**config.mk**
```make
export PLATFORM = sky130hd
export DESIGN_NAME = accel_sample_fifo_flat
export DESIGN_NICKNAME = d
export VERILOG_FILES = /design/src/rtl/accel_sample_fifo_if.sv /design/src/rtl/accel_sample_fifo.sv /design/src/flat_wrapper.sv
export SDC_FILE = /design/constraint.sdc
export NUM_CORES = 1
export LEC_CHECK = 0
export ABC_CLOCK_PERIOD_IN_PS = 13700
export BUFFER_PORTS_ARGS = -buffer_cell sky130_fd_sc_hd__buf_2
export CAP_MARGIN = 20
export CORE_ASPECT_RATIO = 1.25
export CORE_MARGIN = 2
export CORE_UTILIZATION = 44
export DETAILED_ROUTE_END_ITERATION = 16
export GPL_TIMING_DRIVEN = 0
export SYNTH_ARGS = -nofsm -noshare
export SYNTH_HDL_FRONTEND = slang
export SYNTH_SLANG_ARGS = --single-unit
```
**constraint.sdc**
```tcl
create_clock -name sys_clk -period 13.7 [get_ports sys_clk]
set_input_delay 1.37 -clock sys_clk [delete_from_list [all_inputs] [get_ports sys_clk]]
set_output_delay 1.37 -clock sys_clk [all_outputs]
set_load 0.02 [all_outputs]
```
**src/rtl/accel_sample_fifo_if.sv**
```systemverilog
// Sample-path bus between the capture side / host and accel_sample_fifo.
// master drives triplets and pops; slave (the FIFO) returns the head entry.
interface accel_sample_fifo_if #(
    parameter int DATA_W = 16,
    parameter int SEQ_W  = 16
);
    logic              data_interrupt;
    logic [DATA_W-1:0] x_data;
    logic [DATA_W-1:0] y_data;
    logic [DATA_W-1:0] z_data;
    logic              rd_en;
    logic              rd_valid;
    logic [DATA_W-1:0] rd_x;
    logic [DATA_W-1:0] rd_y;
    logic [DATA_W-1:0] rd_z;
    logic [SEQ_W-1:0]  rd_seq;

    modport master (
        output data_interrupt, x_data, y_data, z_data, rd_en,
        input  rd_valid, rd_x, rd_y, rd_z, rd_seq
    );

    modport slave (
        input  data_interrupt, x_data, y_data, z_data, rd_en,
        output rd_valid, rd_x, rd_y, rd_z, rd_seq
    );
endinterface

```
**src/rtl/accel_sample_fifo.sv**
```systemverilog
// First-word-fall-through FIFO of sequence-tagged x/y/z accelerometer triplets,
// with fill level, saturating drop counter and level-threshold interrupt.
module accel_sample_fifo #(
    parameter int DEPTH  = 16,
    parameter int DATA_W = 16,
    parameter int SEQ_W  = 16
) (
    input  logic                     sys_clk,
    input  logic                     reset_n,
    accel_sample_fifo_if.slave       bus,
    input  logic                     clear,
    input  logic [$clog2(DEPTH):0]   irq_threshold,
    output logic [$clog2(DEPTH):0]   level,
    output logic [SEQ_W-1:0]         overflow_count,
    output logic                     irq
);
    localparam int PTR_W = $clog2(DEPTH);
    localparam int LVL_W = PTR_W + 1;
    localparam logic [LVL_W-1:0] FULL_LVL = LVL_W'(DEPTH);

    typedef struct packed {
        logic [DATA_W-1:0] x;
        logic [DATA_W-1:0] y;
        logic [DATA_W-1:0] z;
        logic [SEQ_W-1:0]  seq;
    } entry_t;

    typedef enum logic [1:0] {S_EMPTY, S_NONEMPTY, S_FULL} state_t;

    state_t            state, state_nxt;
    entry_t            mem [DEPTH];
    logic [PTR_W-1:0]  wr_ptr, rd_ptr;
    logic [SEQ_W-1:0]  seq;
    logic [LVL_W-1:0]  level_nxt;
    logic              push, pop, do_write, do_pop, drop, irq_nxt;

    assign push = bus.data_interrupt;
    assign pop  = bus.rd_en && bus.rd_valid;

    // NOTE: every signal written here gets a default first so no path leaves it
    // unassigned; otherwise synthesis infers a latch to hold the old value.
    always_comb begin
        do_write  = 1'b0;
        do_pop    = 1'b0;
        drop      = 1'b0;
        level_nxt = level;
        state_nxt = state;
        if (clear) begin
            level_nxt = '0;
        end else begin
            // A push into a full FIFO still lands when the head is popped this cycle.
            do_write = push && (state != S_FULL || pop);
            do_pop   = pop;
            drop     = push && state == S_FULL && !pop;
            if (do_write && !do_pop)      level_nxt = level + 1'b1;
            else if (!do_write && do_pop) level_nxt = level - 1'b1;
        end
        if (level_nxt == '0)            state_nxt = S_EMPTY;
        else if (level_nxt == FULL_LVL) state_nxt = S_FULL;
        else                            state_nxt = S_NONEMPTY;
        irq_nxt = (irq_threshold != '0) && (level_nxt >= irq_threshold);
    end

    // NOTE: sequential state uses non-blocking (<=) so every register samples the
    // pre-edge values; blocking (=) here would create order-dependent races.
    always_ff @(posedge sys_clk or negedge reset_n) begin
        if (!reset_n) begin
            state          <= S_EMPTY;
            wr_ptr         <= '0;
            rd_ptr         <= '0;
            level          <= '0;
            seq            <= '0;
            overflow_count <= '0;
            irq            <= 1'b0;
        end else begin
            state <= state_nxt;
            level <= level_nxt;
            irq   <= irq_nxt;
            if (push) seq <= seq + 1'b1;
            if (clear) begin
                wr_ptr         <= '0;
                rd_ptr         <= '0;
                overflow_count <= '0;
            end else begin
                if (do_write) wr_ptr <= wr_ptr + 1'b1;
                if (do_pop)   rd_ptr <= rd_ptr + 1'b1;
                if (drop && overflow_count != '1)
                    overflow_count <= overflow_count + 1'b1;
            end
        end
    end

    // NOTE: the storage array is deliberately not reset; rd_valid masks stale
    // contents, and leaving it out lets the array map onto plain RAM.
    always_ff @(posedge sys_clk) begin
        if (do_write)
            mem[wr_ptr] <= '{x: bus.x_data, y: bus.y_data, z: bus.z_data, seq: seq};
    end

    assign bus.rd_valid = (state != S_EMPTY);
    assign bus.rd_x     = mem[rd_ptr].x;
    assign bus.rd_y     = mem[rd_ptr].y;
    assign bus.rd_z     = mem[rd_ptr].z;
    assign bus.rd_seq   = mem[rd_ptr].seq;
endmodule
```
**src/flat_wrapper.sv**
```systemverilog
// flat-port wrapper written by rule: the top's interface ports become plain ports
module accel_sample_fifo_flat 
#(
    parameter int DEPTH  = 16,
    parameter int DATA_W = 16,
    parameter int SEQ_W  = 16
)
  (sys_clk, reset_n, clear, irq_threshold, level, overflow_count, irq, bus_data_interrupt, bus_x_data, bus_y_data, bus_z_data, bus_rd_en, bus_rd_valid, bus_rd_x, bus_rd_y, bus_rd_z, bus_rd_seq);
  accel_sample_fifo_if #(.DATA_W(DATA_W), .SEQ_W(SEQ_W)) bus_i ();
  input  logic sys_clk;
  input  logic reset_n;
  input  logic clear;
  input  logic [$clog2(DEPTH):0] irq_threshold;
  output logic [$clog2(DEPTH):0] level;
  output logic [SEQ_W-1:0] overflow_count;
  output logic irq;
  input wire logic [$bits(bus_i.data_interrupt)-1:0] bus_data_interrupt;
  input wire logic [$bits(bus_i.x_data)-1:0] bus_x_data;
  input wire logic [$bits(bus_i.y_data)-1:0] bus_y_data;
  input wire logic [$bits(bus_i.z_data)-1:0] bus_z_data;
  input wire logic [$bits(bus_i.rd_en)-1:0] bus_rd_en;
  output wire logic [$bits(bus_i.rd_valid)-1:0] bus_rd_valid;
  output wire logic [$bits(bus_i.rd_x)-1:0] bus_rd_x;
  output wire logic [$bits(bus_i.rd_y)-1:0] bus_rd_y;
  output wire logic [$bits(bus_i.rd_z)-1:0] bus_rd_z;
  output wire logic [$bits(bus_i.rd_seq)-1:0] bus_rd_seq;
  assign bus_i.data_interrupt = bus_data_interrupt;
  assign bus_i.x_data = bus_x_data;
  assign bus_i.y_data = bus_y_data;
  assign bus_i.z_data = bus_z_data;
  assign bus_i.rd_en = bus_rd_en;
  assign bus_rd_valid = bus_i.rd_valid;
  assign bus_rd_x = bus_i.rd_x;
  assign bus_rd_y = bus_i.rd_y;
  assign bus_rd_z = bus_i.rd_z;
  assign bus_rd_seq = bus_i.rd_seq;
  accel_sample_fifo #(.DEPTH(DEPTH), .DATA_W(DATA_W), .SEQ_W(SEQ_W)) u_core (.sys_clk(sys_clk), .reset_n(reset_n), .bus(bus_i), .clear(clear), .irq_threshold(irq_threshold), .level(level), .overflow_count(overflow_count), .irq(irq));
endmodule
```
# After elaboration in Yosys (flattened, before gate mapping)
# Memory sizes are Yosys's and may differ from the RTL's.
# Cells that the tools add are included.
totals:
  register_bits: 48
  mem_bits_rw: 1024
  inputBits: 58
  out_inout_bits: 87
  elab_cells: 52
  memories: 1
memory_table:
  columns: ["memory", "words", "width", "read_ports", "rd_ports_with_merged_regs", "write_ports", "line_no", "source"]
  rows:
  - ["u_core.mem", 16, 64, 1, 0, 1, "accel_sample_fifo.sv:31", "entry_t mem [DEPTH];"]
op_classes:
  n_addsub: 6
  order_cmp: 1
  n_eq_ne: 4
  mux: 16
  reduce_logical: 17
op_table:
  columns: ["op", "count"]
  rows:
  - ["16-bit by 1-bit adder with 16-bit output (second input constant)", 2]
  - ["16-bit two-way mux", 2]
  - ["4-bit two-way mux", 4]
  - ["16-bit inequality test (second input constant)", 1]
  - ["5-bit two-way mux", 3]
  - ["4-bit by 1-bit adder with 4-bit output (second input constant)", 2]
  - ["1-bit logical AND", 8]
  - ["2-bit nonzero test", 4]
  - ["5-bit by 1-bit adder with 5-bit output (second input constant)", 1]
  - ["5-bit == test (second input constant)", 1]
  - ["5-bit >= comparator", 1]
  - ["5-bit zero test", 1]
  - ["1-bit two-way mux", 5]
  - ["5-bit nonzero test", 1]
  - ["5-bit by 1-bit subtractor with 5-bit output (second input constant)", 1]
  - ["2-bit two-way mux", 2]
  - ["2-bit == test (second input constant)", 1]
  - ["1-bit zero test", 2]
  - ["2-bit inequality test (second input constant)", 1]
  - ["1-bit logical OR", 1]

# Depth between registers and ports, before layout
depth:
  depth_word: 12
  ltp_mapped: 10
  depth_no_buf: 10

# Worst setup path after synthesis
# Ideal clock, no wire load.
synth_timing:
  path_kind: "input to register"
  startpoint: "input port bus_data_interrupt"
  endpoint: "memory u_core.mem[0][0] (netlist name), enable pin"
  setup_time_ps: 644
  arrival_time_ps: 8162
  path_slack_ps: 4894
  cell_stages: 4
  n_path_buf: 2
  cell_sequence: "buf_2 buf_1 o21ai_1 nor4_1"
synth_between:
  elab_chain_cells: 4
synth_rtl:
  columns: ["element", "line_no", "source"]
  rows:
  - ["start, declared", "flat_wrapper.sv:17", "input wire logic [$bits(bus_i.data_interrupt)-1:0] bus_data_interrupt;"]
  - ["1-bit logical AND", "accel_sample_fifo.sv:52", "do_write = push && (state != S_FULL || pop);"]
  - ["1-bit two-way mux", "accel_sample_fifo.sv:48", "if (clear) begin"]
  - ["1-bit two-way mux", "accel_sample_fifo.sv:96", "if (do_write)"]
  - ["1-bit two-way mux (implied by the code)", "accel_sample_fifo.sv:97", "mem[wr_ptr] <= '{x: bus.x_data, y: bus.y_data, z: bus.z_data, seq: seq};"]
  - ["end, declared", "accel_sample_fifo.sv:31", null]
# Every way passes these cells.

# Worst setup path in the final report
layout_timing:
  startpoint: "register u_core.rd_ptr[1]"
  endpoint: "output port bus_rd_x[13]"
layout_between:
  elab_chain_cells: 1
layout_rtl:
  columns: ["element", "line_no", "source"]
  rows:
  - ["start, declared", "accel_sample_fifo.sv:32", "logic [PTR_W-1:0] wr_ptr, rd_ptr;"]
  - ["start signal, assigned", "accel_sample_fifo.sv:86", "if (do_pop) rd_ptr <= rd_ptr + 1'b1;"]
  - ["memory 16 x 64 bit", null, null]
  - ["end, declared", "flat_wrapper.sv:23", "output wire logic [$bits(bus_i.rd_x)-1:0] bus_rd_x;"]
# Every way passes these cells.

==> flow_metrics.py <==
metrics = {
    "run_status": {
        "outcome": "completed",
    },
    "cells_and_area": {
        "layout-drive-gt1-share_pct": 36.75,
        "syn_to_final_growth_pct": 16.95,
        "regArea_mm2": 0.03195,
        "final_cell_area_mm2": 0.04810,
        "n_fill_cell": 7109,
        "finalNetCount": 2108,
        "multi_input_area_mm2": 0.008726,
    },
    "clock_tree": {
        "cts_setup_buffers": 0,
        "clock_path_buffers": 3,
        "cts_tree": "yes",
        "cts-root-buf": "clkbuf_16",
        "numCtsBuffers": 103,
        "clkSlewWorstSetupHoldPaths_ps": 60,
        "clock-sinks": 1072,
        "holdBufCountCts": 0,
        "cts_resized": 0,
        "htree_levels": 3,
        "insertion_delay_ps": 660,
    },
    "floorplan": {
        "start_util_pct": 44.35,
        "rows": 125,
        "die_area_mm2": 0.09595,
        "ioPinCount": 145,
        "core_mm2": 0.09275,
        "die_x_um": 277.5,
        "die_h_um": 345.8,
    },
    "sta": {
        "hold_viol": 0,
        "setup_viol": 0,
        "hold_slack_ps": 578.8,
        "fmax_mhz": 191.3,
        "clock_skew_ps": 20.64,
        "tightestPinTransition_ps": 991.3,
        "period_needed_ps": 5226,
        "grt_setup_unrepaired": "false",
        "setup_ws_ps": 8474,
        "slew_viol_final": 0,
        "relSlewSlack_pct": 33.91,
        "fin_crit_sh_pct": 38.15,
    },
    "route": {
        "wl_per_cell_um": 28.22,
        "vias": 19089,
        "dr.pass1.iters": 5,
        "routed_via_density": 5.727,
        "final_antenna_net_count": 0,
        "routed_wl_um": 94070,
        "post-route-drc-count": 0,
        "drt-initial-drc-count": 1664,
    },
    "grt": {
        "antenna_found_initial": 10,
        "gr-total-overflow": 0,
        "grt_max_degree": 26,
        "grtUsageTotal_pct": 19.82,
        "grt_first_pass_wirelength_um": 137300,
        "grt_pass1_vias": 20200,
    },
    "placement": {
        "port_buffers": 142,
        "place_congestion": 0.7638,
        "hpwlAfterDp_um": 59730,
        "place_worst_setup_slack_ps": 9081,
        "dpl_cell_area_mm2": 0.04475,
    },
    "power": {
        "internal_power_mw": 5.825,
        "pwr-share-comb_pct": 14.4,
        "leakage_nw": 15.16,
        "seqPwrFrac_pct": 49.0,
        "p_sw_share_pct": 23.80,
        "p_total_mw": 7.644,
        "p_clk_share_pct": 36.6,
        "irDropWorstVdd_mv": 0.09480,
        "power_density_mw_per_mm2": 158.9,
        "p_sw_mw": 1.820,
    },
    "yosys": {
        "synth-edff-count": 1024,
        "ys_async_sr_fraction_pct": 4.478,
        "synth_cell_types": 54,
        "dominantRegCellSynth": "edfxtp_1",
        "synth_area_per_cell_um2": 24.25,
        "netlist_area_mm2": 0.04113,
        "yosys_warnings": 0,
        "ys_seq_area_share_pct": 77.68,
        "synth_cells": 1696,
        "syn-num-nets": 1768,
        "ys_seq_elements": 1072,
    },
    "min_path": {
        "worstHoldEndpoint": "u_core.overflow_count[1]$_DFFE_PN0P_",
        "min_path_type": "flop to flop",
        "holdCritStartpoint": "u_core.overflow_count[1]$_DFFE_PN0P_",
        "whs_path_depth": 2,
    },
    "run": {
        "max_cap_viol_count": 0,
    },
    "setup_path": {
        "r2r_slack_ps": 10760,
        "path_class": "flop to output port",
        "rr_startpoint": "u_core.wr_ptr[1]$_DFFE_PN0P_",
        "worstSetupEndpointType": "output port",
        "r2r_end": "u_core.mem[1][45]$_DFFE_PP_",
        "path_max_fanout": 10,
        "crit_required_ps": 12330,
        "critPathArrivalTime_ps": 3860,
        "critical_path.startpoint_type": "flop",
        "ff2ff_path_depth": 8,
    },
}
==> how the worst max path moves through the flow <==
stage / to / cells after the start / slack (ps) / from
2_1_floorplan: u_core.mem[0][0]$_DFFE_PP_ / 4 / 4890 / bus_data_interrupt
3_3_place_gp: u_core.mem[3][37]$_DFFE_PP_ / 4 / -4150 / bus_data_interrupt
3_5_place_dp: bus_rd_x[13] / 6 / 9080 / u_core.rd_ptr[1]$_DFFE_PN0P_
4_1_cts: bus_rd_x[13] / 6 / 8370 / u_core.rd_ptr[1]$_DFFE_PN0P_
5_1_grt: bus_rd_x[13] / 6 / 8370 / u_core.rd_ptr[1]$_DFFE_PN0P_
6_report: bus_rd_x[13] / 6 / 8470 / u_core.rd_ptr[1]$_DFFE_PN0P_
==> power by group through the flow <==
stage                     registers (mW)  logic, mW  clock network, mW
after global routing                3.75       1.18               2.98
after global placement              3.82       1.10                  0
after CTS                           3.74       1.13               2.85
final                               3.74       1.10               2.80
after floorplan                     3.80      0.771                  0
after detailed placement            3.81       1.13                  0
==> flip-flops by register name, summed over array words and instances (netlist names) <==
signal                 count
u_core.irq                 1
u_core.level               5
u_core.mem              1024
u_core.overflow_count     16
u_core.rd_ptr              4
u_core.seq                16
u_core.state               2
u_core.wr_ptr              4
==> cells in the mapped netlist (2+ instances only) <==
master	instances	area share, %
a211oi_1	3	0.055
a21oi_1	9	0.11
and2_1	2	0.030
and3_1	6	0.091
and4_1	3	0.064
buf_1	7	0.064
buf_2	22	0.27
buf_6	26	0.71
clkbuf_1	26	0.24
dfrtp_1	48	2.9
edfxtp_1	1024	75
ha_1	14	0.43
inv_1	10	0.091
mux2_1	2	0.055
mux2i_1	2	0.049
mux4_2	320	18
nand2_1	20	0.18
nand2b_1	7	0.11
nand3_1	12	0.15
nand4_1	10	0.15
nor2_1	43	0.39
nor2b_1	5	0.076
nor3_1	3	0.036
nor3_2	3	0.073
nor4_1	4	0.061
o21ai_1	5	0.061
or4_1	2	0.036
xnor2_1	14	0.30
xor2_1	19	0.40
==> worst max-delay path: stages, from the launching register on <==
cell and delay, ps:
dfrtp_1 360, buf_2 250, clkbuf_1 650, clkbuf_1 770, mux4_2 430, mux4_2 530, buf_2 190
==> logic make-up after synthesis <==
kind of cell / synth area share [%]
AOI/OAI and AO/OA: 0.4868
xor gates and xnor gates: 0.7027
adders and majority gates: 0.4259
buffers and inverters: 1.381
DFF: 77.68
muxes: 17.70
and+or+nand+nor: 1.625
==> through the flow <==
| stage | std cells | util (%) | TNS (ps) |
|---|---|---|---|
| global placement | 3044 | 46.74 | -1052170 |
| global route | 3333 | 51.86 | 0 |
| CTS | 3331 | 51.86 | 0 |
| finish | 3333 | 51.86 | 0 |
| detailed placement | 3137 | 48.25 | 0 |
| floorplan | 1696 | - | 0 |
==> metal layers <==
layer	GRT usage, %	wire length [um]	up-vias
met2	33.29	47660	626
li1	-	-	7943
met1	26.93	38890	10367
met3	3.236	5328	147
met4	5.668	2163	6
met5	0	34	-
==> area by class of cell <==
type	instances	area share (%)
Sequential cell	1072	66.43
Antenna cell	2	0.01041
Tap cell	1206	3.137
Timing Repair Buffer	235	4.146
Inverter	11	0.08584
Clock buffer	142	6.048
Clock inverter	52	0.9104
Buffer	81	1.095
Multi-Input combinational cell	532	18.14
==> layout by cell type, fill, tap and decap left out, drive strengths merged, types with 7 or more instances in the layout <==
cell type,instances
nand3,12
mux4,320
nand4,10
nand2b,7
buf,290
inv,14
clkbuf,168
bufinv,7
edfxtp,1024
xor2,19
dfrtp,48
clkinv,39
nor2,43
a21oi,9
nand2,20
xnor2,14
ha,14
No activity file was read; power rests on OpenSTA's default activity.
